<file path="config.mk">
export PLATFORM = sky130hd
export DESIGN_NAME = run_sequencer
export DESIGN_NICKNAME = d
export VERILOG_FILES = /design/src/rtl/run_sequencer.sv
export SDC_FILE = /design/constraint.sdc
export NUM_CORES = 1
export LEC_CHECK = 0
export ABC_AREA = 1
export BUFFER_PORTS_ARGS = -buffer_cell sky130_fd_sc_hd__buf_2
export CORE_MARGIN = 2
export CORE_UTILIZATION = 30
export CTS_CLUSTER_DIAMETER = 150
export DETAILED_ROUTE_END_ITERATION = 6
export GPL_TIMING_DRIVEN = 0
export SETUP_SLACK_MARGIN = 0.5
export SLEW_MARGIN = 30
export SYNTH_ARGS = -nofsm -noshare
export SYNTH_HDL_FRONTEND = slang
export SYNTH_SLANG_ARGS = --single-unit
</file>
<file path="constraint.sdc">
create_clock -name Clk -period 2.6 [get_ports Clk]
set_input_delay 0.52 -clock Clk [delete_from_list [all_inputs] [get_ports Clk]]
set_output_delay 0.52 -clock Clk [all_outputs]
set_load 0.05 [all_outputs]
</file>
<file path="src/rtl/run_sequencer.sv">
// Sequences a processor through reset, then NUM_PROGS launch/run/report passes, with a per-run timeout.
// Optional feature: define RUN_SEQ_TOTAL_EN to add the 24-bit saturating TotalCount output.
module run_sequencer #(
  parameter int          NUM_PROGS   = 3,
  parameter int          RST_CYC     = 2,
  parameter logic [15:0] TIMEOUT_CYC = 16'd60000
) (
  input  logic        Clk,
  input  logic        Reset,
  input  logic        Go,
  input  logic        Ack,
  output logic        DutReset,
  output logic        DutStart,
  output logic [1:0]  ProgIdx,
  output logic        Busy,
  output logic        CountValid,
  output logic [15:0] CycleCount,
  output logic        Done,
  output logic        Timeout
`ifdef RUN_SEQ_TOTAL_EN
  ,
  output logic [23:0] TotalCount
`endif
);

  typedef enum logic [2:0] {IDLE, RST, LAUNCH, RUN, REPORT, FIN} state_t;

  state_t      state, state_nx;
  logic [3:0]  rst_cnt;
  logic [15:0] run_cnt;
  logic [15:0] run_inc;
  logic        ack_q;
  logic        tmo_hit;
  logic        last_prog;

  // run_inc is the RUN cycle count including the current cycle
  assign run_inc   = (run_cnt == 16'hFFFF) ? run_cnt : run_cnt + 16'd1;
  // run_cnt is 0 only in the first RUN cycle, where a leftover Ack must not count
  assign ack_q     = Ack && (run_cnt != 16'd0);
  assign tmo_hit   = (run_inc == TIMEOUT_CYC);
  assign last_prog = (ProgIdx == 2'(NUM_PROGS - 1));

  always_comb begin
    state_nx = state;
    case (state)
      IDLE:    if (Go) state_nx = RST;
      RST:     if (rst_cnt == 4'(RST_CYC - 1)) state_nx = LAUNCH;
      LAUNCH:  state_nx = RUN;
      RUN:     if (ack_q || tmo_hit) state_nx = REPORT;
      REPORT:  state_nx = (Timeout || last_prog) ? FIN : LAUNCH;
      FIN:     state_nx = IDLE;
      default: state_nx = IDLE;
    endcase
  end

`ifdef RUN_SEQ_TOTAL_EN
  logic [24:0] total_sum;
  assign total_sum = {1'b0, TotalCount} + {9'd0, CycleCount};
`endif

  always_ff @(posedge Clk or posedge Reset) begin
    if (Reset) begin
      state      <= IDLE;
      DutReset   <= 1'b1;
      DutStart   <= 1'b0;
      ProgIdx    <= 2'd0;
      Busy       <= 1'b0;
      CountValid <= 1'b0;
      CycleCount <= 16'd0;
      Done       <= 1'b0;
      Timeout    <= 1'b0;
      rst_cnt    <= 4'd0;
      run_cnt    <= 16'd0;
`ifdef RUN_SEQ_TOTAL_EN
      TotalCount <= 24'd0;
`endif
    end else begin
      state      <= state_nx;
      // Outputs are decoded from the next state so they line up with the registered state
      DutReset   <= (state_nx == RST);
      DutStart   <= (state_nx == LAUNCH);
      Busy       <= (state_nx != IDLE);
      CountValid <= (state_nx == REPORT);
      Done       <= (state_nx == FIN);
      case (state)
        IDLE: if (Go) begin
          ProgIdx <= 2'd0;
          Timeout <= 1'b0;
          rst_cnt <= 4'd0;
`ifdef RUN_SEQ_TOTAL_EN
          TotalCount <= 24'd0;
`endif
        end
        RST:    rst_cnt <= rst_cnt + 4'd1;
        LAUNCH: run_cnt <= 16'd0;
        RUN: begin
          run_cnt <= run_inc;
          if (ack_q) CycleCount <= run_inc;
          else if (tmo_hit) begin
            CycleCount <= TIMEOUT_CYC;
            Timeout    <= 1'b1;
          end
        end
        REPORT: begin
          if (!(Timeout || last_prog)) ProgIdx <= ProgIdx + 2'd1;
`ifdef RUN_SEQ_TOTAL_EN
          TotalCount <= total_sum[24] ? 24'hFFFFFF : total_sum[23:0];
`endif
        end
        default: ;
      endcase
    end
  end

endmodule

</file>
Yosys cells after proc, flatten, opt, wreduce, memory -nomap -nowiden
Index checks and enable logic that the tools add are counted.
{"block": "op_classes", "add_sub_neg": 3, "eq_ne": 16, "muxes": 18, "reduce_logical": 15}
{"cell": "$mux 16", "count": 3}
{"cell": "$eq 16x16->1 const B", "count": 2}
{"cell": "$pmux 16 s2", "count": 1}
{"cell": "$add 16x1->16 const B", "count": 1}
{"cell": "$reduce_bool 16->1", "count": 1}
{"cell": "$pmux 3 s5", "count": 1}
{"cell": "$mux 3", "count": 4}
{"cell": "$reduce_bool 2->1", "count": 5}
{"cell": "$eq 3x2->1 const B", "count": 3}
{"cell": "$eq 3x3->1 const B", "count": 3}
{"cell": "$ne 2x2->1 const B", "count": 4}
{"cell": "$pmux 4 s2", "count": 1}
{"cell": "$eq 3x1->1 const B", "count": 2}
{"cell": "$add 4x1->4 const B", "count": 1}
{"cell": "$eq 4x1->1 const B", "count": 1}
{"cell": "$mux 2", "count": 2}
{"cell": "$mux 4", "count": 1}
{"cell": "$pmux 2 s2", "count": 1}
{"cell": "$reduce_and 2->1", "count": 2}
{"cell": "$reduce_and 4->1", "count": 1}
{"cell": "$logic_not 3->1", "count": 1}
{"cell": "$mux 1", "count": 3}
{"cell": "$reduce_and 3->1", "count": 1}
{"cell": "$reduce_bool 3->1", "count": 1}
{"cell": "other kinds (5)", "count": 6}
{"block": "totals", "register_bits": 47, "in_bits": 4, "out_inout_bits": 24, "wordCells": 63}

Longest topological paths before layout
Gate-level depths: netlist of run 1.
{"block": "depth", "depth_word": 7, "ltp_mapped": 17, "mapped_depth_nobuf": 16}

Worst setup path before layout of run 1
Ideal clock, no wire load.
{"block": "synth_timing", "kind": "flip-flop to flip-flop", "from": "register run_cnt[0]", "to": "register CycleCount[0]", "setup_ns": 0.131, "arrival_time_ns": 1.855, "required_ns": 2.469, "setup_slack_ns": 0.614, "path_stages_with_launch": 16, "n_path_buf": 1, "period_less_slack_ns": 1.986, "path_cell_list": "dfrtp_1 ha_1 inv_1 nor2_4 nand2_4 inv_2 nand2_2 buf_6 nand2_1 nand2_1 nor2_1 nand3_1 nand2_2 nand2_4 nand2_1 o21ai_0"}
{"block": "synth_between", "elab_chain_cells": 5, "elab_cells_between_ends": 9, "classes_between": "1 x add/sub; 2 x eq/ne; 2 x mux; 4 x reduce/logical"}
{"item": "from (decl)", "line": "30", "source": "logic [15:0] run_cnt;"}
{"item": "from (signal assigned)", "line": "97", "source": "run_cnt <= run_inc;"}
{"item": "$add 16x1->16 / $eq 16x16->1 (equally long branches)", "line": "37", "source": "assign run_inc = (run_cnt == 16'hFFFF) ? run_cnt : run_cnt + 16'd1;"}
{"item": "$mux 16", "line": "37"}
{"item": "$eq 16x16->1", "line": "40", "source": "assign tmo_hit = (run_inc == TIMEOUT_CYC);"}
{"item": "$reduce_bool 2->1 (no line)"}
{"item": "$reduce_and 2->1 (no line)"}
{"item": "to (signal assigned)", "line": "98", "source": "if (ack_q) CycleCount <= run_inc;"}
{"item": "to (decl)", "line": "17", "source": "output logic [15:0] CycleCount,"}
Parallel ways exist; a longest one is shown, timed or not.
A chain may end at the register's enable or synchronous reset.

Worst setup path after layout of run 1
{"block": "layout_timing", "from": "register run_cnt[0]", "to": "register CycleCount[10]"}
Same word-level chain as after synthesis.

==> results of run 1 <==
-- worst max-delay path: stages (launching register included) --
cell	delay (ns)
dfrtp_2	0.45
ha_4	0.19
inv_2	0.06
nor2_4	0.05
nand2_4	0.09
nor2_4	0.07
buf_4	0.14
nor2_2	0.17
nand2_1	0.09
nor2_2	0.16
nand3_1	0.10
nand2_2	0.12
nand2_4	0.11
nand2_1	0.08
o21ai_1	0.06
-- final cells by class --
type	count	area share (%)
clock buffers	6	2.38
flip-flops and latches	47	34.1
clock inverters	2	1.12
multi-input cells	262	44.9
plain buffers	5	1.04
repair buffers	43	7.56
inverters	45	5.01
well taps	108	3.89
-- cells by family (layout without fill, tap and decap cells) --
| kind of cell | after synthesis | count (layout) | share of synthesized area [%] |
|---|---|---|---|
| AND/OR/NAND/NOR | 213 | 214 | 36.3 |
| buffers and inverters | 50 | 101 | 7.47 |
| flip-flops | 47 | 47 | 44.5 |
| AO/OA/AOI/OAI | 40 | 40 | 8.42 |
| adder cells (fa/ha/maj) | 5 | 5 | 2.36 |
| XOR/XNOR | 3 | 3 | 0.993 |
-- state kept, by name, indices dropped and copies added, names as in the netlist --
| register | flops |
|---|---|
| Done | 1 |
| run_cnt | 16 |
| state | 3 |
| CountValid | 1 |
| Timeout | 1 |
| Busy | 1 |
| DutReset | 1 |
| rst_cnt | 4 |
| ProgIdx | 2 |
| CycleCount | 16 |
| DutStart | 1 |
-- metal layers --
| layer | part of all wire (%) | vias to the layer above | wire length [um] |
|---|---|---|---|
| met4 | 2.0 | 0 | 146 |
| met5 | 0 | - | 0 |
| met3 | 3.9 | 15 | 281 |
| li1 | - | 1255 | - |
| met1 | 44 | 1244 | 3230 |
| met2 | 50 | 77 | 3610 |
-- cells in the final DEF (no fill, tap or decap), drive strengths merged, types with 2 or more instances in the layout --
cell type  count
a211oi         2
dfrtp         46
nor3           5
a21oi          2
nand4         11
ha             5
o21ai         27
nand3         28
nand2        105
nor2          63
xor2           3
o22ai          7
clkbuf         8
inv           45
buf           46
-- through the flow --
stage	power [uW]	std cells	setup WS (ns)
6_report	3140	518	0.539
5_1_grt	3330	518	0.406
4_1_cts	2980	508	0.500
3_5_place_dp	2350	493	0.0412
3_3_place_gp	2320	493	0.0587
2_1_floorplan	2020	358	0.614
-- power by group through the flow --
stage | clock network [uW] | logic [uW] | registers [uW]
2_1_floorplan | 0 | 595 | 1420
3_3_place_gp | 0 | 1280 | 1050
3_5_place_dp | 0 | 1300 | 1050
4_1_cts | 589 | 1350 | 1030
5_1_grt | 610 | 1650 | 1070
6_report | 571 | 1520 | 1050
-- path summary, 6_finish.rpt --
path                               start              to  slack, ns  cells past startpoint
max reg2reg                   run_cnt[0]  CycleCount[10]       0.54                     14
min reg2reg                CycleCount[3]   CycleCount[3]       0.49                      2
min                                Reset     run_cnt[11]       0.28                      2
min in group Clk           CycleCount[3]   CycleCount[3]       0.49                      2
max                           run_cnt[0]  CycleCount[10]       0.54                     14
max in group asynchronous          Reset      run_cnt[0]       1.89                      2
-- what timing repair did --
item / 4_1_cts / 5_1_grt
gates resized for setup: 20 / 82
setup buffers: 6 / 9
gates cloned: 1 / 1
setup endpoints to repair: 24 / 24
pin swaps: 6 / 33
==> flow_summary.toml, run 1 <==
[sta]
hold_viol_final = 0
fmax_mhz = 485
rsz0062_at_grt = "yes"
period_share_pct = 79.3
final_max_slew_viol_count = 0
min_period_ns = 2.06
skew_ns = 0.00904
fin_hold_ws_ns = 0.284
setup_tns_ns = 0
tightest_slew_ns = 0.589
setup_viol = 0
slew_headroom_pct = 60.5

[floorplan]
core-area_mm2 = 0.00864
die_w_um = 97.9
dieArea_mm2 = 0.00959
start_util_pct = 30.6
die_h_um = 97.9
rows = 34
num_io_pins = 28

[final_layout]
layout-drive-gt1-share_pct = 36.6
fill_cells = 866
multi_input_area_mm2 = 0.00156
area_delta_synth_final_pct = 31.3
final_core_util_pct = 40.2
n_antenna_cell = 0
nNetsFinal = 418
seqCellArea_mm2 = 0.00119
final_area_mm2 = 0.00347

[routing]
routedWlPerCell_um = 14.0
drc = 0
drtIter0Drc = 205
viasPerCell = 5.00
drt-pass1-iter-count = 5
wirelength_um = 7270
vias = 2591
ant_nets = 0

[power]
combPwrFrac_pct = 48.5
powerDensity_mw_per_mm2 = 903
p_seq_share_pct = 33.3
p_clk_share_pct = 18.2
p_int_uw = 1670
vdd_ir_drop_max_v = 0.000622
p_switching_uw = 1470
switching_share_pct = 46.8
p_leak_uw = 0.00166

[placed_design]
gp_congestion = 0.976
io_buffers = 27
dp_hpwl_um = 5010
dpl_cell_area_mm2 = 0.00292

[synthesis]
yosysUniqueCellTypes = 29
yosysSeqAreaShare_pct = 44.5
ys_async_sr_fraction_pct = 100
syn-num-nets = 367
synth_top_area_cell = "dfrtp_1"
ys_ff_latch = 47
synth_warnings = 0
yosysMostFrequentCell = "nand2_1"
syn_avg_cell_area_um2 = 7.39
synth_ff_type = "dfrtp_1"
synthesis.area_mm2 = 0.00265
synthTopCellsByCount = "92 x nand2_1, 55 x nor2_1, 46 x dfrtp_1"
yosys.area.top_type_share_pct = 43.5
syn_inst = 358
yosys-top-cells-area = "dfrtp_1 43%, nand2_1 13%, nor2_1 7.8%"
synth_edf_count = 0

[worst_setup_path]
start_kind = "flop"
end_kind = "flop"
critical_path_class = "reg2reg"
crit_arrival_ns = 2.25
required_ns = 2.79
crit_fanout = 6

[global_route]
grt_most_used_layer = "met2"
grt_use_total_pct = 14.6
grt_pass1_vias = 2416
grt_pass1_wl_um = 11500
grt_overflow = 0
use_met1_pct = 18.8
met2_usage_pct = 24.4
grt_max_degree = 48
antenna_found_initial = 0
grt_use_met3_pct = 2.22

[clocking]
clk_pin_slew_ns = 0.09
h-tree-depth = 2
clockBufferDepth = 2
postCtsHoldBufs = 0
clock_sinks = 47
numCtsBuffers = 5
insertion_delay_ns = 0.30
cts_tree = "yes"
clockRootBuffer = "clkbuf_8"

[job]
maxCapViolCount = 0

[hold_path]
hold_class = "in2async"

[outcome]
status = "finished, final reports clean"
(Power assumes the default switching activity.)
==> run 2: changes to the inputs <==
clock period = 1.8 ns   (was 2.6 ns; I/O delays follow)
==> run 2 against run 1 <==
  * Clock skew shrank 0.00066 ns
  * Largest cell class unchanged
  * Register-to-register slack lost 0.80 ns
  * Via count up 3.6%
  * Sequential cell count did not move
  * Sequential power grew 45%
  * Fmax about the same
  * Power rose by 50%
  * Largest power group unchanged
  * The flow now finishes with violations (setup timing)
==> flow_summary.toml, run 2 (synthesized netlist as in run 1, its figures left out) <==
[outcome]
status = "finished, violations left"
violations = "setup timing"

[power]
powerDensity_mw_per_mm2 = 1250
p_leak_uw = 0.00176
vdd_ir_drop_max_v = 0.000719

[final_layout]
final_common_cell = "nand2_1"
reg.largest.list = "CycleCount x16, run_cnt x16, rst_cnt x4"
stdcell_count = 534
final_area_mm2 = 0.00377
nNetsFinal = 434
layout-drive-gt1-share_pct = 42.7
layout_common_cells = "68 x nand2_1, 34 x dfrtp_1, 34 x nor2_1"
n_antenna_cell = 0
area_delta_synth_final_pct = 42.5

[clocking]
numCtsBuffers = 5
clockRootBuffer = "clkbuf_8"
clockBufferDepth = 2
postCtsHoldBufs = 0
h-tree-depth = 2
insertion_delay_ns = 0.30
cts_tree = "yes"
clock_sinks = 47
clk_pin_slew_ns = 0.09

[worst_setup_path]
required_ns = 2.03
regToRegSetupSlack_ns = -0.26
end_kind = "flop"
crit_fanout = 8
crit_arrival_ns = 2.29
critical_path_class = "reg2reg"
start_kind = "flop"

[sta]
final_max_slew_viol_count = 0
setup_viol = 24
rsz0062_at_grt = "yes"
hold_viol_final = 0
min_period_ns = 2.06
slew_headroom_pct = 66.7
period_share_pct = 115
tightest_slew_ns = 0.499
setup_tns_ns = -5.31
fmax_mhz = 485
skew_ns = 0.00839
finalWorstSetupSlack_ns = -0.263

[floorplan]
dieArea_mm2 = 0.00959
die_w_um = 97.9
num_io_pins = 28
die_h_um = 97.9
rows = 34
core-area_mm2 = 0.00864
start_util_pct = 30.6

[global_route]
grt_max_degree = 27
grt_use_total_pct = 15.7
grt_pass1_wl_um = 12400
grt_overflow = 0
grt_pass1_vias = 2602
antenna_found_initial = 0

[routing]
wirelength_um = 7660
drtIter0Drc = 197
ant_nets = 0
drc = 0
routedWlPerCell_um = 14.4
viasPerCell = 5.03
vias = 2684
drt-pass1-iter-count = 4

[placed_design]
dp_hpwl_um = 5120
place_ws_ns = -0.437
dpl.cell_count = 494
gp_congestion = 0.955
dpl_cell_area_mm2 = 0.00296
io_buffers = 27

[hold_path]
hold_class = "in2async"

[job]
maxCapViolCount = 0
==> run 2: cell types whose count changed in the layout (fill, tap and decap cells not counted), moves of 5 or more <==
cell,previous run,this run
buf_6,2,10
dfrtp_1,39,34
dfrtp_2,7,12
clkbuf_4,0,13
o21ai_0,16,10
o21ai_1,9,14
buf_2,28,8
buf_4,15,27
==> run 2: final timing paths <==
| kind | start | end | cells after the start |
|---|---|---|---|
| worst min-delay path | Reset | rst_cnt[1] | 2 |
| worst max register to register | run_cnt[0] | CycleCount[6] | 13 |
| worst max-delay path | run_cnt[0] | CycleCount[6] | 13 |
| min in group Clk | Ack | state[1] | 4 |
| max in group asynchronous | Reset | run_cnt[7] | 3 |
| worst min register to register | CycleCount[3] | CycleCount[3] | 2 |
==> run 2: layout make-up <==
cell class              instances  area [um2]
well taps                     108         135
multi-input cells             262        1630
plain buffers                   5        40.0
clock inverters                 1        7.51
flip-flops and latches         47        1190
inverters                      45         178
clock buffers                   7        96.3
fillers                       837        4860
repair buffers                 59         488
==> run 2: metal layers <==
layer  GRT usage (%)  vias up  wire length [um]
met3            2.15       19               357
met2            26.8       71              3920
met5               0        -                 0
li1                -     1287                 -
met4            5.88        0               187
met1            20.3     1307              3190
==> run 2: power by group <==
part	switching, uW	internal [uW]	leakage, uW	total [uW]
sequential	192	1330	0.000597	1520
clock	367	350	0.0000505	717
combinational	1650	823	0.00111	2470
==> run 2: through the flow <==
step,hold WS [ns],util [%],power [uW]
3_3_place_gp,0.454,34.1,3380
4_1_cts,0.0853,39.4,4400
6_report,0.0679,43.7,4710
2_1_floorplan,0.383,-,2940
5_1_grt,0.0937,43.7,5010
3_5_place_dp,0.419,34.3,3400
==> run 2: repair_timing <==
action / 4_1_cts / 5_1_grt
endpoints found under the setup margin: 47 / 64
resized for setup: 71 / 80
setup buffers: 14 / 16
cloned: 2 / 0
pin swaps: 13 / 32
==> run 2: worst max-delay path: stages, from the launching register on <==
cell and delay [ns]:
dfrtp_2 0.41, ha_4 0.19, inv_4 0.04, nor2_4 0.14
nand3_2 0.13, o21ai_4 0.26, nand3_2 0.11, nor2_2 0.15
nand2_2 0.10, nor2_2 0.11, nand2_2 0.07, nand2_4 0.13
nor2_2 0.04, nor2_1 0.11
